File: src/rtl/axioma_eeprom_pkg.sv
// rtl/axioma_eeprom_pkg.sv - EEPROM I/O register map, EECR bit layout and sequencer state encoding
package axioma_eeprom_pkg;

  localparam logic [5:0] IO_EECR  = 6'h1F;
  localparam logic [5:0] IO_EEDR  = 6'h20;
  localparam logic [5:0] IO_EEARL = 6'h21;
  localparam logic [5:0] IO_EEARH = 6'h22;

  localparam int EECR_EERE    = 0;
  localparam int EECR_EEPE    = 1;
  localparam int EECR_EEMPE   = 2;
  localparam int EECR_EERIE   = 3;
  localparam int EECR_EEPM_LO = 4;
  localparam int EECR_EEPM_HI = 5;

  localparam logic [1:0] EEPM_ERASE_WRITE = 2'b00;
  localparam logic [1:0] EEPM_ERASE       = 2'b01;
  localparam logic [1:0] EEPM_WRITE       = 2'b10;
  localparam logic [1:0] EEPM_RSVD        = 2'b11;

  localparam logic [2:0] STB_EERE  = 3'b001;
  localparam logic [2:0] STB_EEPE  = 3'b010;
  localparam logic [2:0] STB_EEMPE = 3'b100;

  typedef enum logic [3:0] {
    S_IDLE  = 4'd0,
    S_POLL0 = 4'd1,
    S_AH    = 4'd2,
    S_AL    = 4'd3,
    S_RE    = 4'd4,
    S_POLL1 = 4'd5,
    S_RD    = 4'd6,
    S_DR    = 4'd7,
    S_MPE   = 4'd8,
    S_PE    = 4'd9,
    S_RSP   = 4'd10
  } seq_state_t;

  // EERIE is always written as 0 so the controller never raises its ready interrupt.
  function automatic logic [7:0] eecr_cmd(input logic [1:0] mode, input logic [2:0] strobe);
    return {2'b00, mode, 1'b0, strobe};
  endfunction

endpackage

File: src/rtl/axioma_eeprom_seq.sv
// rtl/axioma_eeprom_seq.sv - request/response initiator running the EEAR/EEDR/EECR access sequence
module axioma_eeprom_seq
  import axioma_eeprom_pkg::*;
#(
  parameter logic [15:0] POLL_LIMIT = 16'd8192
) (
  input  logic       clk,
  input  logic       reset_n,
  input  logic       req_valid,
  output logic       req_ready,
  input  logic       req_write,
  input  logic [1:0] req_mode,
  input  logic [9:0] req_addr,
  input  logic [7:0] req_wdata,
  output logic       rsp_valid,
  output logic [7:0] rsp_rdata,
  output logic       rsp_err,
  output logic [5:0] io_addr,
  output logic [7:0] io_data_out,
  input  logic [7:0] io_data_in,
  output logic       io_read,
  output logic       io_write,
  output logic [3:0] debug_state
);

  seq_state_t  state;
  logic        lat_write;
  logic [1:0]  lat_mode;
  logic [9:0]  lat_addr;
  logic [7:0]  lat_wdata;
  logic [15:0] poll_cnt;
  logic [7:0]  rdata_q;
  logic        rsp_valid_q;
  logic        rsp_err_q;

  logic [15:0] poll_cnt_inc;
  logic        poll0_done;
  logic        poll1_done;
  logic        poll_expired;

  assign poll_cnt_inc = poll_cnt + 16'd1;
  assign poll0_done   = (io_data_in[EECR_EEPE:EECR_EERE] == 2'b00);
  assign poll1_done   = lat_write ? !io_data_in[EECR_EEPE] : !io_data_in[EECR_EERE];
  assign poll_expired = (poll_cnt_inc >= POLL_LIMIT);

  always_ff @(posedge clk or negedge reset_n) begin
    if (!reset_n) begin
      state       <= S_IDLE;
      lat_write   <= 1'b0;
      lat_mode    <= 2'b00;
      lat_addr    <= 10'd0;
      lat_wdata   <= 8'h00;
      poll_cnt    <= 16'd0;
      rdata_q     <= 8'h00;
      rsp_valid_q <= 1'b0;
      rsp_err_q   <= 1'b0;
    end else begin
      rsp_valid_q <= 1'b0;
      case (state)
        S_IDLE: begin
          if (req_valid) begin
            lat_write <= req_write;
            lat_mode  <= req_mode;
            lat_addr  <= req_addr;
            lat_wdata <= req_wdata;
            poll_cnt  <= 16'd0;
            rdata_q   <= 8'h00;
            rsp_err_q <= 1'b0;
            if (req_write && (req_mode == EEPM_RSVD)) begin
              state       <= S_RSP;
              rsp_valid_q <= 1'b1;
              rsp_err_q   <= 1'b1;
            end else begin
              state <= S_POLL0;
            end
          end
        end
        S_POLL0: begin
          if (poll0_done) begin
            state <= S_AH;
          end else begin
            poll_cnt <= poll_cnt_inc;
            if (poll_expired) begin
              state       <= S_RSP;
              rsp_valid_q <= 1'b1;
              rsp_err_q   <= 1'b1;
            end
          end
        end
        S_AH: state <= S_AL;
        S_AL: state <= lat_write ? S_DR : S_RE;
        S_RE: begin
          state    <= S_POLL1;
          poll_cnt <= 16'd0;
        end
        S_DR:  state <= S_MPE;
        // PE must land within the 4-cycle EEMPE window, so it follows MPE directly.
        S_MPE: state <= S_PE;
        S_PE: begin
          state    <= S_POLL1;
          poll_cnt <= 16'd0;
        end
        S_POLL1: begin
          if (poll1_done) begin
            if (lat_write) begin
              state       <= S_RSP;
              rsp_valid_q <= 1'b1;
            end else begin
              state <= S_RD;
            end
          end else begin
            poll_cnt <= poll_cnt_inc;
            if (poll_expired) begin
              state       <= S_RSP;
              rsp_valid_q <= 1'b1;
              rsp_err_q   <= 1'b1;
            end
          end
        end
        S_RD: begin
          rdata_q     <= io_data_in;
          state       <= S_RSP;
          rsp_valid_q <= 1'b1;
        end
        S_RSP:   state <= S_IDLE;
        default: state <= S_IDLE;
      endcase
    end
  end

  // Bus strobes decode straight from the state so an async reset drops them at once.
  always_comb begin
    io_addr     = 6'h00;
    io_data_out = 8'h00;
    io_read     = 1'b0;
    io_write    = 1'b0;
    case (state)
      S_POLL0, S_POLL1: begin
        io_read = 1'b1;
        io_addr = IO_EECR;
      end
      S_AH: begin
        io_write    = 1'b1;
        io_addr     = IO_EEARH;
        io_data_out = {6'b000000, lat_addr[9:8]};
      end
      S_AL: begin
        io_write    = 1'b1;
        io_addr     = IO_EEARL;
        io_data_out = lat_addr[7:0];
      end
      S_RE: begin
        io_write    = 1'b1;
        io_addr     = IO_EECR;
        io_data_out = eecr_cmd(2'b00, STB_EERE);
      end
      S_RD: begin
        io_read = 1'b1;
        io_addr = IO_EEDR;
      end
      S_DR: begin
        io_write    = 1'b1;
        io_addr     = IO_EEDR;
        io_data_out = lat_wdata;
      end
      S_MPE: begin
        io_write    = 1'b1;
        io_addr     = IO_EECR;
        io_data_out = eecr_cmd(lat_mode, STB_EEMPE);
      end
      S_PE: begin
        io_write    = 1'b1;
        io_addr     = IO_EECR;
        io_data_out = eecr_cmd(lat_mode, STB_EEPE);
      end
      default: ;
    endcase
  end

  assign req_ready   = (state == S_IDLE);
  assign rsp_valid   = rsp_valid_q;
  assign rsp_rdata   = rdata_q;
  assign rsp_err     = rsp_err_q;
  assign debug_state = state;

endmodule

File: config.mk
export PLATFORM = sky130hd
export DESIGN_NAME = axioma_eeprom_seq
export DESIGN_NICKNAME = d
export VERILOG_FILES = /design/src/rtl/axioma_eeprom_pkg.sv /design/src/rtl/axioma_eeprom_seq.sv
export SDC_FILE = /design/constraint.sdc
export NUM_CORES = 1
export LEC_CHECK = 0
export CORE_MARGIN = 3
export CORE_UTILIZATION = 30
export DETAILED_ROUTE_END_ITERATION = 10
export PLACE_DENSITY_LB_ADDON = 0.05
export RECOVER_POWER = 25
export SKIP_CTS_REPAIR_TIMING = 1
export SKIP_LAST_GASP = 1
export SLEW_MARGIN = 20
export SYNTH_ARGS = -nofsm -noshare
export SYNTH_HDL_FRONTEND = slang
export SYNTH_SLANG_ARGS = --single-unit
File: constraint.sdc
create_clock -name clk -period 2.1 [get_ports clk]
set_input_delay 0.21 -clock clk [delete_from_list [all_inputs] [get_ports clk]]
set_output_delay 0.21 -clock clk [all_outputs]
set_load 0.05 [all_outputs]
* Yosys cells after proc, flatten, opt, wreduce, memory -nomap -nowiden
Index checks and enable logic that the tools add are counted.
** Storage, ports and cells
- Flip-flop bits (word level) :: 51
- Bits in latches :: 0
- Bits in writable memories :: 0
- Bits in read-only memories :: 0
- Bits of input ports :: 32
- Output and inout bits :: 31
- Logic and storage cells :: 72
- Memories :: 0
** Operators by class
- $add $sub $neg :: 1
- Multiply operators :: 0
- Divide/modulo/power cells :: 0
- $lt $le $gt $ge :: 1
- Eq/ne operators :: 13
- Shift-type cells :: 0
- Multiplexer cells :: 31
- Bitwise logic cells :: 0
- Reduce and logical (&&, ||, !) cells :: 17
** Operators with widths (count)
- 16-bit case mux with 4 select lines :: 1
- 16-bit 2-to-1 mux :: 3
- 8-bit case mux with 6 select lines :: 1
- 4-bit case mux with 9 select lines :: 1
- 4-bit 2-to-1 mux :: 6
- 6-bit case mux with 4 select lines :: 1
- 16-bit by 1-bit adder with 16-bit output (second input constant) :: 1
- 4-bit by 3-bit == test with 1-bit output (second input constant) :: 4
- 16-bit by 14-bit greater-or-equal comparator with 1-bit output (second input constant) :: 1
- 8-bit case mux with 2 select lines :: 1
- 1-bit 2-to-1 mux :: 13
- 4-bit by 2-bit == test with 1-bit output (second input constant) :: 2
- 4-bit == test (second input constant) :: 2
- 8-bit 2-to-1 mux :: 1
- 4-bit AND reduction :: 2
- 2-bit != test (second input constant) :: 3
- 6-bit OR reduction :: 1
- 5-bit OR reduction :: 1
- 4-bit by 1-bit == test with 1-bit output (second input constant) :: 1
- 4-bit logical NOT :: 1
- 1-bit case mux with 4 select lines :: 1
- 2-bit AND reduction :: 2
- 4-bit nonzero test :: 1
- 2-bit OR reduction :: 2
- other kinds (9) :: 10

* Depth between registers and ports, before layout
Gate-level depths: netlist of the first run.
- Depth after elaboration :: 5
- Depth in mapped cells :: 8

* Worst setup path before layout of the first run
No wires, ideal clock.
- Path kind :: register to output
- From :: register state[1] (netlist: debug_state[1])
- To :: output port io_data_out[4]
- Arrival :: 2.945 ns
- Setup slack :: -1.055 ns
- Stages on the path, launching flop included :: 5
- Cell sequence :: dfrtp_1 inv_2 nor2_2 nand2_1 o21ai_0
** Between the ends
- Word-level cells in the longest chain between the ends :: 2
** Ends and longest elaborated chain
- start: declaration :: line axioma_eeprom_seq.sv:26 : seq_state_t state;
- start signal: assignment :: line axioma_eeprom_seq.sv:91 : S_AL: state <= lat_write ? S_DR : S_RE;
- 4-bit == test (tied with other cells) :: line axioma_eeprom_seq.sv:137 : case (state)
- 8-bit case mux with 6 select lines * :: line axioma_eeprom_seq.sv:137
- end: declaration :: line axioma_eeprom_seq.sv:19 : output logic [7:0] io_data_out,
Every way passes the cells marked *; elsewhere a longest branch is shown, timed or not.

* Worst setup path after layout of the first run
Same ends and word-level chain as after synthesis.

==> run_summary.xml, run 1 <==
<?xml version="1.0" encoding="UTF-8"?>
<metrics>
  <group name="run_status">
    <metric name="status" unit="">completed</metric>
  </group>
  <group name="synth">
    <metric name="synth.lib_cells_used.distinct" unit="">43</metric>
    <metric name="synthesis.area" unit="sq mm">0.002761</metric>
    <metric name="synth_seq_cells" unit="">51</metric>
    <metric name="netlist_instances" unit="">295</metric>
    <metric name="mappedNetlistNets" unit="">328</metric>
    <metric name="avgSynthCellArea" unit="sq um">9.361</metric>
    <metric name="synth-edff-count" unit="">0</metric>
    <metric name="share_of_the_yosys_chip_area_belonging_to_registers" unit="%">46.22</metric>
    <metric name="yosys_warnings" unit="">0</metric>
    <metric name="synth_top_area_cell" unit="">dfrtp_1</metric>
    <metric name="post_synth_main_area_contributors" unit="">dfrtp_1 46%, mux2_2 9.0%, o21ai_0 5.8%</metric>
    <metric name="dominantRegCellSynth" unit="">dfrtp_1</metric>
    <metric name="synth_most_common_cell" unit="">dfrtp_1</metric>
    <metric name="ys_async_sr_fraction" unit="%">100.0</metric>
    <metric name="yosys.area.top_type_share" unit="%">46.22</metric>
    <metric name="synth.top_cells.by_count" unit="">51 x dfrtp_1, 39 x nand2_1, 32 x o21ai_0</metric>
  </group>
  <group name="worst_hold_path">
    <metric name="hp-class" unit="">input port to register</metric>
    <metric name="timing.hold.worst_path_depth" unit="">3</metric>
    <metric name="holdPathEnd" unit="">rsp_rdata[3]</metric>
    <metric name="min-delay-start" unit="">io_data_in[3]</metric>
  </group>
  <group name="detailed_routing">
    <metric name="wl_per_cell" unit="um">15.67</metric>
    <metric name="vias_per_cell" unit="">5.071</metric>
    <metric name="vias" unit="">2485</metric>
    <metric name="firstDrtPassIters" unit="">4</metric>
    <metric name="drt.antenna.violating_nets" unit="">0</metric>
    <metric name="first_iter_violations" unit="">130</metric>
    <metric name="drt-total-wl" unit="mm">7.679</metric>
    <metric name="remaining_routing_drc_violations" unit="">0</metric>
  </group>
  <group name="die">
    <metric name="initial_core_utilization" unit="%">31.21</metric>
    <metric name="placementRows" unit="">34</metric>
    <metric name="placeableCoreArea" unit="sq mm">0.008848</metric>
    <metric name="design.portCount" unit="">63</metric>
    <metric name="die_area" unit="sq mm">0.01039</metric>
    <metric name="die_extent_in_x" unit="um">101.9</metric>
    <metric name="die-height" unit="um">101.9</metric>
  </group>
  <group name="sta">
    <metric name="max_slew_margin" unit="%">13.26</metric>
    <metric name="setup_violations" unit="">0</metric>
    <metric name="skew_final" unit="ns">0.01032</metric>
    <metric name="setup_total_negative_slack" unit="ns">0</metric>
    <metric name="max_freq" unit="MHz">509.6</metric>
    <metric name="timing.final.crit_share" unit="%">93.45</metric>
    <metric name="min_period" unit="ns">1.962</metric>
    <metric name="actual_transition_at_the_worst_max_transition_pin" unit="ns">1.301</metric>
    <metric name="drv_slew" unit="">0</metric>
    <metric name="post-route-worst-setup-slack" unit="ns">0.1375</metric>
    <metric name="hold_viol_final" unit="">0</metric>
  </group>
  <group name="global_route">
    <metric name="gr-usage-all-layers" unit="%">15.23</metric>
    <metric name="initial_antenna_violation_count" unit="">0</metric>
    <metric name="global_route.overflow_total" unit="">0</metric>
    <metric name="global_route_wire_length_before_repair" unit="mm">12.57</metric>
    <metric name="grt_start_max_net_pins" unit="">52</metric>
    <metric name="grt_pass1_vias" unit="">2519</metric>
  </group>
  <group name="worst_setup_path">
    <metric name="worst_r2r_endpoint" unit="">poll_cnt[11]</metric>
    <metric name="cp_cell_sequence" unit="">inv_2 -&gt; nor2_4 -&gt; buf_4 -&gt; nand2_4 -&gt; o21ai_2 -&gt; buf_12</metric>
    <metric name="critical_path.max_fanout" unit="">8</metric>
    <metric name="r2r_setup_slack" unit="ns">0.24</metric>
    <metric name="crit-reg2reg-launch" unit="">debug_state[0]</metric>
    <metric name="start_kind" unit="">register</metric>
    <metric name="critPathSlowestCell" unit="">dfrtp_2</metric>
    <metric name="ff2ff_path_depth" unit="">6</metric>
    <metric name="required" unit="ns">1.89</metric>
    <metric name="end_kind" unit="">primary output</metric>
    <metric name="crit_arrival" unit="ns">1.75</metric>
    <metric name="critPathKind" unit="">register to primary output</metric>
    <metric name="critical-path-max-stage-delay" unit="ns">0.47</metric>
  </group>
  <group name="cts">
    <metric name="clkSlewWorstSetupHoldPaths" unit="ns">0.09</metric>
    <metric name="buffer_cell_driving_the_clock_tree_root" unit="">clkbuf_8</metric>
    <metric name="htree_levels" unit="">2</metric>
    <metric name="clock_insertion_delay_worst_skew" unit="ns">0.30</metric>
    <metric name="cts-buffers-inserted" unit="">5</metric>
    <metric name="clk_path_buf_depth" unit="">2</metric>
    <metric name="clock_net_sink_count" unit="">51</metric>
    <metric name="cts_tree" unit="">yes</metric>
  </group>
  <group name="final_layout">
    <metric name="ant_diodes" unit="">0</metric>
    <metric name="post_route_cells_drive_above_1_share" unit="%">29.84</metric>
    <metric name="area_growth_syn_to_layout" unit="%">46.67</metric>
    <metric name="nets" unit="">414</metric>
    <metric name="finish.cell_count_without_fillers" unit="">490</metric>
  </group>
  <group name="placement">
    <metric name="place_hpwl" unit="mm">5.447</metric>
    <metric name="placed_cells" unit="">471</metric>
    <metric name="place_worst_setup_slack" unit="ns">0.1180</metric>
    <metric name="io_buffer_count" unit="">62</metric>
    <metric name="routabilityCongestion" unit="">0.7679</metric>
  </group>
  <group name="pwr">
    <metric name="static-leakage-power" unit="uW">0.001708</metric>
    <metric name="irDropWorstVdd" unit="V">0.0005821</metric>
    <metric name="pwr_density_cell" unit="mW/mm^2">1661</metric>
  </group>
  <group name="job">
    <metric name="max_cap_violations" unit="">0</metric>
  </group>
</metrics>
==> metrics by stage <==
stage | hold WS [ns] | area, sq um | power, uW | utilization, %
2_1_floorplan | -0.08559 | 2872 | 4312 | -
3_3_place_gp | 0.2324 | 3866 | 6014 | 43.69
3_5_place_dp | 0.2303 | 3866 | 6025 | 43.69
4_1_cts | -0.1097 | 3966 | 6674 | 44.82
5_1_grt | 0.4272 | 4050 | 7119 | 45.77
6_report | 0.4360 | 4050 | 6727 | 45.77
==> layer usage <==
layer | vias to the layer above | wire [um] | GRT usage (%) | part of all wire (%)
li1 | 1242 | - | - | -
met1 | 1192 | 3403 | 20.28 | 44
met4 | 0 | 24 | 2.725 | 0.31
met3 | 2 | 330 | 3.481 | 4.3
met5 | - | 0 | 0 | 0
met2 | 49 | 3921 | 25.75 | 51
==> how the worst max path moves through the flow <==
stage / start / to / slack, ns / cells after the start
CTS: debug_state[1] / io_data_out[4] / -0.09 / 5
global route: debug_state[1] / io_data_out[1] / -0.002 / 7
floorplan: debug_state[3] / io_data_out[4] / -0.10 / 4
finish: debug_state[1] / io_data_out[4] / 0.14 / 6
detailed placement: io_data_in[1] / poll_cnt[11] / 0.12 / 7
global placement: io_data_in[1] / debug_state[2] / 0.21 / 7
==> cell usage in the layout, fill, tap and decap left out, types with 7 or more instances in the layout <==
master / Yosys / final
buf_4: 2 / 32
clkbuf_8: 0 / 7
clkdlybuf4s50_1: 0 / 41
nor2_1: 24 / 21
dfrtp_1: 51 / 47
mux2i_1: 7 / 7
o21ai_0: 32 / 29
mux2_2: 22 / 22
nand3_1: 19 / 19
a21oi_1: 19 / 17
buf_12: 0 / 17
nand2_1: 39 / 38
==> logic make-up (layout without fill, tap and decap cells) <==
family | count (synthesis) | count (layout) | synth area share [%]
simple gates | 111 | 111 | 19.21
mux | 29 | 29 | 11.51
fa+ha+maj | 1 | 1 | 0.4530
buf+inv | 21 | 108 | 3.987
compound gates | 82 | 82 | 18.62
flops | 51 | 51 | 46.22
==> state kept, by name, indices dropped and copies added, names as in the netlist <==
register	flops
rsp_rdata	8
lat_wdata	8
lat_addr	10
lat_mode	2
lat_write	1
poll_cnt	16
rsp_valid	1
rsp_err	1
debug_state	4
==> report_power, final <==
part           internal, uW  leakage, uW  switching (uW)  total, uW
clock                   302    0.0000515             327        628
combinational          1940      0.00101            2580       4520
sequential             1310     0.000649             266       1580
==> layout make-up <==
| type | count | area (sq um) |
|---|---|---|
| Timing Repair Buffer | 94 | 1023 |
| Multi-Input combinational cell | 223 | 1484 |
| Inverter | 6 | 26.28 |
| Tap cell | 108 | 135.1 |
| Fill cell | 858 | 4798 |
| Sequential cell | 51 | 1281 |
| Clock buffer | 8 | 100.1 |
==> worst max-delay path, delay by kind of cell (launching register included) <==
family	cells	cell delay, ns
AO/OA/AOI/OAI	1	0.23
AND/OR/NAND/NOR	2	0.31
flip-flops	1	0.47
buffers and inverters	3	0.44
No activity file was read; power rests on OpenSTA's default activity.
==> run 2: changes to the inputs <==
--- a/config.mk
+++ b/config.mk
@@ -12,7 +12,6 @@
 export RECOVER_POWER = 25
 export SKIP_CTS_REPAIR_TIMING = 1
 export SKIP_LAST_GASP = 1
-export SLEW_MARGIN = 20
 export SYNTH_ARGS = -nofsm -noshare
 export SYNTH_HDL_FRONTEND = slang
 export SYNTH_SLANG_ARGS = --single-unit
==> results of run 2 <==
Same layout as run 1: the final DEF is identical, and so are final timing and power.
